**src/rtl/uart_stream_pkg.sv**
```systemverilog
// Shared types and helpers for the AXI-Stream to UART emitter.
package uart_stream_pkg;

  typedef enum logic [2:0] {
    ST_IDLE,
    ST_START,
    ST_DATA,
    ST_STOP,
    ST_CR,
    ST_LF
  } state_e;

  // Which producer loaded the frame now on the line.
  typedef enum logic [1:0] {
    SRC_FIFO,
    SRC_CR,
    SRC_LF
  } src_e;

  typedef struct packed {
    logic       last;
    logic [7:0] data;
  } fifo_entry_t;

  localparam logic [7:0] CR_BYTE = 8'h0D;
  localparam logic [7:0] LF_BYTE = 8'h0A;

  // Rounded clock-per-bit divisor.
  function automatic int calc_div(input int clk_hz, input int baud);
    return int'((longint'(clk_hz) + longint'(baud) / 2) / longint'(baud));
  endfunction

endpackage

```
**src/rtl/uart_stream_fifo.sv**
```systemverilog
// Register-based synchronous FIFO of {tlast,tdata} entries with occupancy outputs.
module uart_stream_fifo
  import uart_stream_pkg::*;
#(
  parameter int DEPTH = 16,
  localparam int AW = $clog2(DEPTH),
  localparam int LW = AW + 1
) (
  input  logic          clk_i,
  input  logic          rst_ni,
  input  logic          push_i,
  input  fifo_entry_t   wdata_i,
  input  logic          pop_i,
  output fifo_entry_t   rdata_o,
  output logic [LW-1:0] level_o,
  output logic [LW-1:0] level_nxt_o,
  output logic          empty_o,
  output logic          full_o
);

  fifo_entry_t   mem_q [DEPTH];
  logic [AW-1:0] wptr_q, rptr_q;
  logic [LW-1:0] level_q, level_d;
  logic          do_push, do_pop;

  assign empty_o     = (level_q == '0);
  assign full_o      = (level_q == LW'(DEPTH));
  assign do_push     = push_i && !full_o;
  assign do_pop      = pop_i && !empty_o;
  assign rdata_o     = mem_q[rptr_q];
  assign level_o     = level_q;
  assign level_nxt_o = level_d;

  always_comb begin
    level_d = level_q;
    case ({do_push, do_pop})
      2'b10:   level_d = level_q + LW'(1);
      2'b01:   level_d = level_q - LW'(1);
      default: level_d = level_q;
    endcase
  end

  always_ff @(posedge clk_i or negedge rst_ni) begin
    if (!rst_ni) begin
      wptr_q  <= '0;
      rptr_q  <= '0;
      level_q <= '0;
    end else begin
      level_q <= level_d;
      if (do_push) wptr_q <= wptr_q + AW'(1);
      if (do_pop)  rptr_q <= rptr_q + AW'(1);
    end
  end

  always_ff @(posedge clk_i) begin
    if (do_push) mem_q[wptr_q] <= wdata_i;
  end

endmodule

```
**src/rtl/uart_stream_emitter.sv**
```systemverilog
// AXI-Stream byte source to 8N1/8N2 UART line, with elastic FIFO and optional CR/LF after tlast.
module uart_stream_emitter
  import uart_stream_pkg::*;
#(
  parameter int CLK_FREQ_HZ = 16_000_000,
  parameter int BAUD        = 57600,
  parameter int DEPTH       = 16,
  parameter int STOP_BITS   = 1,
  parameter int TLAST_CRLF  = 0
) (
  input  logic                   i_clk,
  input  logic                   i_rst_n,
  input  logic [7:0]             i_tdata,
  input  logic                   i_tlast,
  input  logic                   i_tvalid,
  output logic                   o_tready,
  output logic                   o_uart_tx,
  output logic [$clog2(DEPTH):0] o_level,
  output logic                   o_busy
);

  localparam int DIV      = calc_div(CLK_FREQ_HZ, BAUD);
  localparam int STOP_CYC = STOP_BITS * DIV;
  localparam int CW       = $clog2(STOP_CYC);
  localparam int LW       = $clog2(DEPTH) + 1;

  if (DIV < 2 || DIV > 65535) begin : g_bad_div
    $error("uart_stream_emitter: baud divisor %0d out of range 2..65535", DIV);
  end
  if (DEPTH < 2 || DEPTH > 1024 || (DEPTH & (DEPTH - 1)) != 0) begin : g_bad_depth
    $error("uart_stream_emitter: DEPTH %0d must be a power of two in 2..1024", DEPTH);
  end
  if (STOP_BITS != 1 && STOP_BITS != 2) begin : g_bad_stop
    $error("uart_stream_emitter: STOP_BITS %0d must be 1 or 2", STOP_BITS);
  end

  state_e        state_q, state_d;
  src_e          src_q, src_d;
  logic          last_q, last_d;
  logic [7:0]    shift_q, shift_d;
  logic [CW-1:0] cnt_q, cnt_d;
  logic [2:0]    bit_q, bit_d;
  logic          tx_q, tx_d;
  logic          tready_q;

  fifo_entry_t   wdata, rdata;
  logic [LW-1:0] level, level_nxt;
  logic          fifo_empty, fifo_full, push, pop;

  assign wdata = '{last: i_tlast, data: i_tdata};
  assign push  = i_tvalid && tready_q && !fifo_full;

  uart_stream_fifo #(.DEPTH(DEPTH)) u_fifo (
    .clk_i       (i_clk),
    .rst_ni      (i_rst_n),
    .push_i      (push),
    .wdata_i     (wdata),
    .pop_i       (pop),
    .rdata_o     (rdata),
    .level_o     (level),
    .level_nxt_o (level_nxt),
    .empty_o     (fifo_empty),
    .full_o      (fifo_full)
  );

  always_comb begin
    state_d = state_q;
    src_d   = src_q;
    last_d  = last_q;
    shift_d = shift_q;
    cnt_d   = cnt_q;
    bit_d   = bit_q;
    pop     = 1'b0;
    tx_d    = 1'b1;
    unique case (state_q)
      ST_IDLE: begin
        if (!fifo_empty) begin
          pop     = 1'b1;
          shift_d = rdata.data;
          last_d  = rdata.last;
          src_d   = SRC_FIFO;
          cnt_d   = CW'(DIV - 1);
          state_d = ST_START;
        end
      end
      ST_START: begin
        tx_d = 1'b0;
        if (cnt_q == '0) begin
          cnt_d   = CW'(DIV - 1);
          bit_d   = '0;
          state_d = ST_DATA;
        end else begin
          cnt_d = cnt_q - CW'(1);
        end
      end
      ST_DATA: begin
        tx_d = shift_q[0];
        if (cnt_q == '0) begin
          if (bit_q == 3'd7) begin
            cnt_d   = CW'(STOP_CYC - 1);
            state_d = ST_STOP;
          end else begin
            cnt_d   = CW'(DIV - 1);
            bit_d   = bit_q + 3'd1;
            shift_d = {1'b0, shift_q[7:1]};
          end
        end else begin
          cnt_d = cnt_q - CW'(1);
        end
      end
      ST_STOP: begin
        if (cnt_q == '0) begin
          if (src_q == SRC_CR)
            state_d = ST_LF;
          else if (src_q == SRC_FIFO && last_q && TLAST_CRLF != 0)
            state_d = ST_CR;
          else
            state_d = ST_IDLE;
        end else begin
          cnt_d = cnt_q - CW'(1);
        end
      end
      // Trailer frames take the same single setup cycle as a FIFO pop.
      ST_CR: begin
        shift_d = CR_BYTE;
        src_d   = SRC_CR;
        cnt_d   = CW'(DIV - 1);
        state_d = ST_START;
      end
      ST_LF: begin
        shift_d = LF_BYTE;
        src_d   = SRC_LF;
        cnt_d   = CW'(DIV - 1);
        state_d = ST_START;
      end
      default: state_d = ST_IDLE;
    endcase
  end

  always_ff @(posedge i_clk or negedge i_rst_n) begin
    if (!i_rst_n) begin
      state_q  <= ST_IDLE;
      src_q    <= SRC_FIFO;
      last_q   <= 1'b0;
      shift_q  <= '0;
      cnt_q    <= '0;
      bit_q    <= '0;
      tx_q     <= 1'b1;
      tready_q <= 1'b0;
    end else begin
      state_q  <= state_d;
      src_q    <= src_d;
      last_q   <= last_d;
      shift_q  <= shift_d;
      cnt_q    <= cnt_d;
      bit_q    <= bit_d;
      tx_q     <= tx_d;
      tready_q <= (level_nxt < LW'(DEPTH));
    end
  end

  assign o_tready  = tready_q;
  assign o_uart_tx = tx_q;
  assign o_level   = level;
  assign o_busy    = (state_q != ST_IDLE) || (level != '0);

endmodule

```
**config.mk**
```make
export PLATFORM = sky130hd
export DESIGN_NAME = uart_stream_emitter
export DESIGN_NICKNAME = d
export VERILOG_FILES = /design/src/rtl/uart_stream_pkg.sv /design/src/rtl/uart_stream_fifo.sv /design/src/rtl/uart_stream_emitter.sv
export SDC_FILE = /design/constraint.sdc
export NUM_CORES = 1
export LEC_CHECK = 0
export CORE_MARGIN = 1
export CORE_UTILIZATION = 30
export CTS_CLUSTER_SIZE = 10
export DETAILED_ROUTE_END_ITERATION = 10
export DONT_BUFFER_PORTS = 1
export SYNTH_ARGS = -nofsm -noshare
export SYNTH_HDL_FRONTEND = slang
export SYNTH_SLANG_ARGS = --single-unit
```
**constraint.sdc**
```tcl
create_clock -name i_clk -period 3.25 [get_ports i_clk]
set_input_delay 0 -clock i_clk [delete_from_list [all_inputs] [get_ports i_clk]]
set_output_delay 0 -clock i_clk [all_outputs]
set_load 0.03 [all_outputs]
```
==> results by group <==
Finish
  – Area grow syn2layout: 15.7%
  – Final core utilization: 0.355
  – Number of nets in the final layout: 516
  – Layout cells sized above 1: 0.184
  – Antenna diode instance count: 0

Critical path
  – Critical Path Source: u_fifo.level_o[2]
  – Crit path cell chain: nor4_4 > nand2b_1 > nand2_2 > inv_1 > ha_1 > xor2_1 > ha_1 > o21a_1 > o221a_2 > or3_1 > a21oi_2 > xor2_1
  – Reg2Reg Depth: 12
  – Type of element capturing the critical path: flip-flop
  – Slowest stage cell, crit path: sky130_fd_sc_hd__dfrtp_1
  – Logic depth of the worst path, buffers included: 12
  – Max Fanout on Critical Path: 8
  – Startpoint of the lowest-slack register-to-register path: u_fifo.level_o[2]
  – Number of buffers and inverters on the critical path: 1
  – Startpoint type of the worst setup path: flip-flop
  – Worst path max stage delay: 0.41 ns
  – Cell type group with the largest total delay on the critical path: simple AND/OR/NAND/NOR gates
  – Critical path required time: approximately 3.6 ns
  – R2R setup slack: roughly 0.2 ns
  – Arrival time worst endpoint: 3.39 ns
  – Critical setup path kind: reg -> reg

CTS
  – CTS tree: done
  – H-tree lvl count: 4
  – Total of cells resized after clock tree synthesis: 0
  – Number of CTS-inserted buffers: 17
  – Clock Path Buffers: 2
  – Post-CTS Setup Inserts: 0
  – Num Clock Sinks: 168
  – Clock latency reported for the late side of the worst-skew pair: 0.44 ns
  – Clock edge transition at the registers on the reported setup and hold paths: ~0.070 ns
  – Buffer type at the clock tree root: sky130_fd_sc_hd__clkbuf_16

Timing
  – Post-route setup TNS: 0 ns
  – Layout Skew: roughly 0.025 ns
  – Post-layout min period: approximately 3.0 ns
  – RSZ-0062 raised after global routing: false
  – Final hold viol count: 0
  – Max_slew headroom: 0.331
  – Highest clock frequency the design can meet: 0.328 GHz
  – Total count of max-transition violations in the final report: 0
  – Final setup viols: 0
  – Post-route clock period utilization: 0.937
  – Transition time of the tightest slew-check pin: between 0.9 and 1 ns

Status
  – Run status: completed

Synthesis
  – Mapped cell area: about 7200 sq um
  – Sequential fraction of the synthesis area: 0.672
  – Count of state elements after synthesis: approximately 170
  – Leading register cell type out of synthesis: sky130_fd_sc_hd__edfxtp_1
  – Number of flops mapped to enable cells by yosys: ~130
  – Ys async rst share: 0.238
  – Yosys warns: 0
  – Gate Count Post-Synth: between 400 and 500
  – Syn Nets: 491
  – Average cell area after synthesis: 15.4 sq um
  – Synth cell types: 56

Placement
  – Detail Placement HPWL: roughly 9500 microns
  – Weighted congestion at the end of routability-driven global placement: between 0.7 and 0.8
  – Number of I/O port buffers: 0

Floorplanning
  – Die height: approximately 160 microns
  – Standard cell core area: 23,500 sq um
  – # rows: 56
  – Effective utilization at floorplan: 0.306
  – Total Die Area: ~25,000 sq um
  – Top Ports: 20
  – Width of the die: between 150 and 200 microns

Routing
  – Post-Route WL: 14,900 microns
  – Post-route ant nets: 0
  – Via count: slightly above 4,000
  – First-pass detailed-route iteration total: 5
  – DRC Markers: 0
  – Average vias per placed instance: around 4.9
  – Avg WL per Cell: around 18 microns
  – Number of design-rule violations left by the first detailed-router iteration: 342

Global route
  – Gr ovfl total: 0
  – Pin count of the biggest net entering global routing: slightly above 40
  – Wire length of the first global-routing pass: around 24,000 microns
  – GRT Resource Usage Total: 0.131
  – Antenna violations before repair: 0
  – Number of global-route vias before repair: around 4,200

Pwr
  – Power density relative to cell area: around 780 nW/um^2
  – Max IR drop VDD: between 0.3 and 0.4 mV
  – Leakage power: between 2 and 3 nW

Run
  – Max-cap viol count: 0

Min path
  – Hold/Removal Path Class: in -> reg
-- what timing repair did --
| action | CTS | global route |
|---|---|---|
| setup endpoints to repair | 0 | 0 |
| hold buffers | 10 | 0 |
| endpoints found under the hold margin | 168 | 0 |
-- worst min-delay path by stage --
stage / start / endpoint / slack (ns) / cells past startpoint
floorplan: i_rst_n / async pin / -0.30 / 0
global placement: i_rst_n / u_fifo.level_o[0] / -0.29 / 0
detailed placement: i_rst_n / cnt_q[4] / -0.29 / 0
CTS: i_tvalid / u_fifo.wptr_q[1] / 0.02 / 5
global route: i_tvalid / u_fifo.wptr_q[0] / 0.04 / 4
finish: i_tvalid / u_fifo.wptr_q[1] / 0.04 / 4
-- where the power goes --
| part | switching, mW | internal, mW |
|---|---|---|
| clock | 0.944 | 1.10 |
| sequential | 0.271 | 2.63 |
| combinational | 0.878 | 0.723 |
| total | 2.09 | 4.46 |
-- synthesized netlist by cell type (4+ instances only) --
cell                       count  area share
sky130_fd_sc_hd__nand2b_1      6      0.0052
sky130_fd_sc_hd__nor2b_1       4      0.0035
sky130_fd_sc_hd__inv_1        18      0.0094
sky130_fd_sc_hd__edfxtp_1    128        0.53
sky130_fd_sc_hd__o21ai_0      10      0.0069
sky130_fd_sc_hd__xor2_1        5      0.0061
sky130_fd_sc_hd__a22o_1        4      0.0049
sky130_fd_sc_hd__nor3b_1       4      0.0042
sky130_fd_sc_hd__buf_2         5      0.0035
sky130_fd_sc_hd__mux2_2        5      0.0078
sky130_fd_sc_hd__nand2_1      44       0.023
sky130_fd_sc_hd__dfrtp_1      39        0.14
sky130_fd_sc_hd__nor2_1       26       0.014
sky130_fd_sc_hd__buf_6         4      0.0062
sky130_fd_sc_hd__a21oi_1      20       0.014
sky130_fd_sc_hd__ha_1         12       0.021
sky130_fd_sc_hd__xnor2_1       9       0.011
sky130_fd_sc_hd__nand3_1      11      0.0076
sky130_fd_sc_hd__a31oi_1       4      0.0035
sky130_fd_sc_hd__clkbuf_1      8      0.0042
sky130_fd_sc_hd__mux2i_1      16       0.022
sky130_fd_sc_hd__nor3_1        6      0.0042
sky130_fd_sc_hd__mux4_2       28       0.087
-- metal layers --
| layer | wire length, microns | up-vias | global-route usage |
|---|---|---|---|
| met2 | 7370 | 119 | 0.213 |
| met5 | 0 | - | 0 |
| li1 | - | 1839 | - |
| met4 | 208 | 0 | 0.0481 |
| met1 | 6480 | 2062 | 0.169 |
| met3 | 879 | 17 | 0.0330 |
-- layout make-up --
type,instances,area [sq um]
inverters,18,67.6
clock buffers,18,429
fillers,2285,15200
repair buffers,27,250
multi-input cells,260,2180
flip-flops and latches,168,4850
clock inverters,14,175
well taps,319,399
-- registers in the layout (all words and copies together) (netlist names), named ones only --
register / flops
bit_q: 3
cnt_q: 9
o_tready: 1
o_uart_tx: 1
shift_q: 8
src_q: 2
state_q: 3
u_fifo.level_o: 4
u_fifo.mem_q: 128
u_fifo.rptr_q: 4
u_fifo.wptr_q: 4
-- logic make-up (layout without fill, tap and decap cells) --
logic type      after synthesis  count (layout)  share of synthesized area
xor+xnor                     14              14                     0.0170
flops                       168             168                      0.672
simple gates                116             116                     0.0829
buf+inv                      39              77                     0.0264
compound gates               69              69                     0.0635
mux                          49              49                      0.117
fa+ha+maj                    12              12                     0.0208
-- placed cells by master (no fill, tap or decap), types with 3 or more instances in the layout --
master,instances
sky130_fd_sc_hd__mux2_2,5
sky130_fd_sc_hd__ha_1,12
sky130_fd_sc_hd__or3_1,3
sky130_fd_sc_hd__xnor2_1,9
sky130_fd_sc_hd__mux4_2,28
sky130_fd_sc_hd__inv_1,18
sky130_fd_sc_hd__a31oi_1,4
sky130_fd_sc_hd__nand3_1,11
sky130_fd_sc_hd__a22oi_1,3
sky130_fd_sc_hd__o21ai_0,10
sky130_fd_sc_hd__nor3_1,6
sky130_fd_sc_hd__dlygate4sd3_1,9
sky130_fd_sc_hd__nor2_1,26
sky130_fd_sc_hd__a21oi_1,20
sky130_fd_sc_hd__nand2_1,43
sky130_fd_sc_hd__clkinv_8,3
sky130_fd_sc_hd__clkinv_4,3
sky130_fd_sc_hd__xor2_1,5
sky130_fd_sc_hd__buf_4,16
sky130_fd_sc_hd__o22ai_1,3
sky130_fd_sc_hd__o221ai_1,3
sky130_fd_sc_hd__nor3b_1,4
sky130_fd_sc_hd__inv_8,4
sky130_fd_sc_hd__a22o_1,4
sky130_fd_sc_hd__clkbuf_16,17
sky130_fd_sc_hd__edfxtp_1,128
sky130_fd_sc_hd__nor2b_1,4
sky130_fd_sc_hd__dfrtp_1,38
sky130_fd_sc_hd__nand2b_1,6
sky130_fd_sc_hd__mux2i_1,16
-- tightest hold or removal path, cell delays in order --
cell and delay (ns):
sky130_fd_sc_hd__nand2_1 0.07, sky130_fd_sc_hd__a21oi_1 0.06, sky130_fd_sc_hd__buf_4 0.16, sky130_fd_sc_hd__o21ai_0 0.13
-- stage by stage --
stage | hold WS (ns) | setup WS (ns) | area [sq um] | total power, mW | cells
2_1_floorplan | -0.296 | 0.0806 | 7210 | 4.11 | 467
3_3_place_gp | -0.293 | 0.291 | 7630 | 4.45 | 782
3_5_place_dp | -0.294 | 0.231 | 7630 | 4.53 | 782
4_1_cts | 0.0183 | 0.214 | 8350 | 6.61 | 824
5_1_grt | 0.0419 | 0.0500 | 8350 | 6.88 | 824
6_report | 0.0364 | 0.203 | 8350 | 6.55 | 824
Note: power is estimated with default switching activity, not from simulation.
